`config.mk`:
```
export PLATFORM = sky130hd
export DESIGN_NAME = instr_prefetch
export DESIGN_NICKNAME = d
export VERILOG_FILES = /design/src/rtl/instr_prefetch_pkg.sv /design/src/rtl/prefetch_fifo.sv /design/src/rtl/instr_prefetch.sv
export SDC_FILE = /design/constraint.sdc
export NUM_CORES = 1
export LEC_CHECK = 0
export CAP_MARGIN = 20
export CORE_UTILIZATION = 55
export CTS_CLUSTER_DIAMETER = 120
export DETAILED_ROUTE_END_ITERATION = 8
export GPL_ROUTABILITY_DRIVEN = 0
export PLACE_DENSITY = 0.82
export SLEW_MARGIN = 10
export SYNTH_ARGS = -nofsm -noshare
export SYNTH_HDL_FRONTEND = slang
export SYNTH_SLANG_ARGS = --single-unit
export TNS_END_PERCENT = 50
```
`constraint.sdc`:
```
create_clock -name clock -period 2.95 [get_ports clock]
set_clock_uncertainty 0.05 [all_clocks]
set_input_delay 0.7375 -clock clock [delete_from_list [all_inputs] [get_ports clock]]
set_output_delay 0.7375 -clock clock [all_outputs]
set_load 0.01 [all_outputs]
```
`src/rtl/instr_prefetch_pkg.sv`:
```
// Shared CPU constants and types used by the instruction prefetch stage.
package instr_prefetch_pkg;

  localparam int XLEN = 32;

  localparam logic [XLEN-1:0] NOP_WORD = 32'h0000_0013;  // addi x0,x0,0
  localparam logic [XLEN-1:0] PC_INCR  = 32'd4;

  typedef struct packed {
    logic [XLEN-1:0] pc;
    logic [XLEN-1:0] instr;
  } fetch_entry_t;

  // Instruction addresses are word aligned; the low two bits are dropped.
  function automatic logic [XLEN-1:0] word_align(input logic [XLEN-1:0] addr);
    return addr & ~32'h3;
  endfunction

endpackage

```
`src/rtl/prefetch_fifo.sv`:
```
// Synchronous FIFO with flush and occupancy count; DEPTH must be a power of two.
module prefetch_fifo #(
  parameter  int DEPTH = 4,
  parameter  int WIDTH = 64,
  localparam int PTR_W = $clog2(DEPTH),
  localparam int CNT_W = $clog2(DEPTH + 1)
) (
  input  logic             clock,
  input  logic             reset,
  input  logic             flush,
  input  logic             push,
  input  logic [WIDTH-1:0] wr_data,
  input  logic             pop,
  output logic [WIDTH-1:0] rd_data,
  output logic [CNT_W-1:0] count
);

  logic [WIDTH-1:0] mem [DEPTH];
  logic [PTR_W-1:0] wr_ptr;
  logic [PTR_W-1:0] rd_ptr;

  // NOTE: sequential state uses non-blocking assignments so every register
  // samples the pre-edge values, independent of statement order.
  always_ff @(posedge clock or negedge reset) begin
    if (!reset) begin
      wr_ptr <= '0;
      rd_ptr <= '0;
      count  <= '0;
    end else if (flush) begin
      rd_ptr <= wr_ptr;
      count  <= '0;
    end else begin
      if (push) wr_ptr <= wr_ptr + PTR_W'(1);
      if (pop)  rd_ptr <= rd_ptr + PTR_W'(1);
      case ({push, pop})
        2'b10:   count <= count + CNT_W'(1);
        2'b01:   count <= count - CNT_W'(1);
        default: count <= count;
      endcase
    end
  end

  // NOTE: the storage array is deliberately not reset; count gates every read,
  // so stale contents are never observed and the array can map to plain RAM.
  always_ff @(posedge clock) begin
    if (push && !flush) mem[wr_ptr] <= wr_data;
  end

  assign rd_data = mem[rd_ptr];

endmodule

```
`src/rtl/instr_prefetch.sv`:
```
// Instruction prefetch stage: ROM address generation, one in-flight read, {pc,instr} buffer.
// Optional macro PREFETCH_BYPASS_EN forwards an arriving ROM word straight to Decode when the buffer is empty.
module instr_prefetch
  import instr_prefetch_pkg::*;
#(
  parameter int          DEPTH    = 4,
  parameter logic [31:0] RESET_PC = 32'h0000_0000,
  parameter logic [31:0] NOP_WORD = instr_prefetch_pkg::NOP_WORD
) (
  input  logic        clock,
  input  logic        reset,
  input  logic        enable,
  output logic [31:0] rom_address,
  input  logic [31:0] rom_data,
  input  logic        redirect,
  input  logic [31:0] redirect_pc,
  input  logic        stall,
  output logic [31:0] instr,
  output logic [31:0] pc,
  output logic        valid
);

  localparam int CNT_W = $clog2(DEPTH + 1);

  logic [XLEN-1:0] fetch_pc;
  logic            inflight;
  logic [XLEN-1:0] inflight_pc;

  logic [CNT_W-1:0] fifo_count;
  logic             fifo_empty;
  fetch_entry_t     head_entry;
  fetch_entry_t     resp_entry;
  logic             fifo_push;
  logic             fifo_pop;
  logic             fifo_flush;

  logic credit_ok;
  logic issue;
  logic resp_arrive;
  logic bypass_hit;

  assign fifo_empty = (fifo_count == '0);

  // The in-flight read already owns a slot, so a push can never find the buffer full.
  assign credit_ok   = (int'(fifo_count) + int'(inflight)) < DEPTH;
  assign issue       = enable && !redirect && credit_ok;
  assign resp_arrive = enable && !redirect && inflight;
  assign fifo_flush  = enable && redirect;
  assign fifo_pop    = enable && !redirect && !stall && !fifo_empty;
  assign resp_entry  = '{pc: inflight_pc, instr: rom_data};

`ifdef PREFETCH_BYPASS_EN
  assign bypass_hit = enable && inflight && fifo_empty;
  // A forwarded word that Decode accepts directly never enters the buffer.
  assign fifo_push  = resp_arrive && !(bypass_hit && !stall);
`else
  assign bypass_hit = 1'b0;
  assign fifo_push  = resp_arrive;
`endif

  always_ff @(posedge clock or negedge reset) begin
    if (!reset) begin
      fetch_pc    <= RESET_PC;
      inflight    <= 1'b0;
      inflight_pc <= RESET_PC;
    end else if (enable) begin
      if (redirect) begin
        fetch_pc <= word_align(redirect_pc);
        inflight <= 1'b0;
      end else begin
        inflight <= issue;
        if (issue) begin
          inflight_pc <= fetch_pc;
          fetch_pc    <= fetch_pc + PC_INCR;
        end
      end
    end
  end

  assign rom_address = fetch_pc;

  prefetch_fifo #(
    .DEPTH (DEPTH),
    .WIDTH (2 * XLEN)
  ) u_fifo (
    .clock   (clock),
    .reset   (reset),
    .flush   (fifo_flush),
    .push    (fifo_push),
    .wr_data (resp_entry),
    .pop     (fifo_pop),
    .rd_data (head_entry),
    .count   (fifo_count)
  );

  // NOTE: every output gets a default first so this block never infers a latch.
  always_comb begin
    valid = 1'b0;
    instr = NOP_WORD;
    pc    = RESET_PC;
    if (!fifo_empty) begin
      valid = 1'b1;
      instr = head_entry.instr;
      pc    = head_entry.pc;
    end else if (bypass_hit && !redirect) begin
      valid = 1'b1;
      instr = rom_data;
      pc    = inflight_pc;
    end
  end

endmodule

```
==> metrics.md <==
| Metric | Value |
|---|---|
| Layout cell share with drive strength beyond 1 | 25.5% |
| Avg WL per Cell | between 20 and 25 um |
| Post-synth ARST share | between 20% and 30% |
| Starting density of the core | a little under three fifths |
| Total grt overflow | 0 |
| Rel. slew slack | a little over two fifths |
| Die height | between 150 and 200 um |
| Final setup viols | 37 |
| Num Clock Sinks | around 320 |
| Residual DRC | 0 |
| DRT antenna net count | 0 |
| Critical R2R Launch | rom_address[2] |
| Fin crit share | 104% |
| Die X | around 160 um |
| Final worst slack | -125 ps |
| Synth Register Bits | 316 |
| Core Footprint | between 0.02 and 0.025 sq mm |
| Drt via density | a little under 6 |
| Latest clock arrival within the worst-skew pair | ~550 ps |
| DP Area | ~0.015 sq mm |
| Max Clock Freq | around 330 MHz |
| Worst Path Required | 2160 ps |
| TNS Setup | -1230 ps |
| Synth warn | 0 |
| Crit Reg-Reg Endpoint | rom_address[22] |
| Final Slew Violations | 0 |
| Critical Path End Type | output pin |
| FP Rows | 55 |
| Hold Path Class | input pin to async pin |
| Largest net degree at the start of global routing | 69 |
| Worst Setup SP | u_fifo.rd_ptr[0] |
| Worst Path Max Fanout | 6 |
| Final min period | about 3000 ps |
| Vias in the first global route | around 8k |
| Worst setup endpoint | instr[1] |
| Full die area | ~0.024 sq mm |
| Pwr Density | between 900 and 1000 mW/mm^2 |
| CTS tree | yes |
| Met1 Track Usage GR | about a third |
| Worst-Margin Slew | 834 ps |
| Hold-fix buffers, CTS | 0 |
| Fin area | between 0.015 and 0.02 sq mm |
| Fin cells | 1362 |
| Leakage | between 5 and 6 nW |
| Worst R2R Path Depth | 6 |
| Total I/O pin count | 166 |
| VDD IR max | about 590 uV |
| Layout area overhead | 26.8% |
| Root Buffer | clkbuf_16 |
| Top FF cell, synth | edfxtp_1 |
| Antenna violations before repair | 0 |
| Most common cell after layout, fill and taps aside | edfxtp_1 |
| Status | complete, but fails checks |
| TritonRoute pass-1 iters | 5 |
| Post-Place Cells | 1291 |
| Sequential element share of the synthesized area | a little over two thirds |
| Maximum buffer depth of the clock tree | 3 |
| RSZ-0062 raised after global routing | true |
| Failing checks | negative setup slack |
| CTS H-tree lvls | 1 |
| GR Layer Usage met3 | approximately 4.1% |
| GRT Util Overall | roughly a quarter |
| Dpl hpwl | between 15000 and 20000 um |
| Commonest cells after routing, fill and taps aside | edfxtp_1 (248), nand2_1 (112), clkdlybuf4s50_1 (96) |
| Gr busiest metal | met2 |
| Drt initial violations | ~710 |
| Fin util | a little under three quarters |
| Worst Path Arrival | ~2300 ps |
| Post-synth EDFFs | 248 |
| Max Cap Violations | 0 |
| Global routing usage on met2 | between 40% and 50% |
| Total CTS buffers | 30 |
| Syn Area/Cell | approximately 16 sq um |
| Vias | just over 8k |
| Yosys cell types | 60 |
| CP Launch Type | flip-flop |
| Final Hold Vio Count | 0 |
| First-pass GRT wire length | between 40000 and 50000 um |
| Worst-path clk slew | approximately 60 ps |
| Antenna diodes | 0 |
| R2R setup slack | between 500 and 600 ps |
| Synthesized cell area | about 0.013 sq mm |
| Crit path kind | flip-flop to output pin |
| Nets | between 1k and 1.5k |
| Detailed Route WL | between 20000 and 30000 um |
| Input/output buffers | roughly 160 |
| Post-Syn Instances | roughly 830 |
[worst min-delay path by stage]
stage	cells past startpoint	endpoint
floorplan	0	inflight
global placement	0	u_fifo.mem[3][36]
detailed placement	0	u_fifo.mem[0][56]
CTS	2	rom_address[26]
global route	2	rom_address[26]
finish	2	rom_address[26]
[flip-flops by register name, indices dropped and copies added (netlist names)]
signal         flops
rom_address       30
u_fifo.count       3
u_fifo.wr_ptr      2
inflight           1
u_fifo.mem       248
inflight_pc       30
u_fifo.rd_ptr      2
[final cells by class]
| type | count | area, sq um |
|---|---|---|
| Clock inverter | 14 | 179 |
| Fill cell | 1427 | 6420 |
| Inverter | 13 | 48.8 |
| Multi-Input combinational cell | 452 | 3730 |
| Clock buffer | 40 | 810 |
| Sequential cell | 316 | 9160 |
| Timing Repair Buffer | 214 | 2180 |
| Tap cell | 313 | 392 |
[synth_stat cells (14+ instances only)]
master	instances	area share [%]
edfxtp_1	248	57
nand2_1	112	3.2
dfrtp_1	68	13
mux4_2	62	11
and2_1	60	2.9
clkbuf_1	34	0.98
nor2_1	25	0.72
o21ai_0	23	0.88
a21oi_1	20	0.77
nand3_1	15	0.58
nand4_1	14	0.67
[cell families after synthesis]
group	share of synthesized area (%)
multiplexers	11.4
AND/OR/NAND/NOR	11.0
other	0.0288
buffers and inverters	1.92
XOR/XNOR	0.337
flip-flops	70.3
AO/OA/AOI/OAI	4.37
adder cells (fa/ha/maj)	0.635
[power by group]
part | leakage [nW] | switching [mW] | internal [mW]
sequential | 3.06 | 0.577 | 5.55
combinational | 2.46 | 2.40 | 2.92
clock | 0.471 | 1.58 | 2.27
total | 6.00 | 4.56 | 10.7
[per-stage QoR]
step / setup slack (ps) / power (mW) / hold slack (ps)
after global routing: -162 / 16.0 / 154
after floorplan: -262 / 8.63 / 392
after CTS: -113 / 15.2 / 153
after detailed placement: 115 / 11.1 / 451
final: -125 / 15.3 / 134
after global placement: 177 / 11.0 / 442
[timing repair]
item	in CTS	in global routing
resized for setup	252	24
gates cloned	3	0
setup buffers	12	3
setup endpoints to repair	63	57
pin swaps	2	0
[worst max-delay path, stage by stage, from the launching register on]
cell	delay, ps
dfrtp_4	500
buf_12	150
buf_12	140
buf_4	130
mux4_2	440
or2_4	260
buf_6	120
[routing by layer]
| layer | up-vias | wire length (um) |
|---|---|---|
| met5 | - | 0 |
| met2 | 381 | 14800 |
| met1 | 4089 | 11600 |
| met3 | 58 | 2220 |
| li1 | 3560 | - |
| met4 | 0 | 850 |
Note: power is estimated with default switching activity, not from simulation.
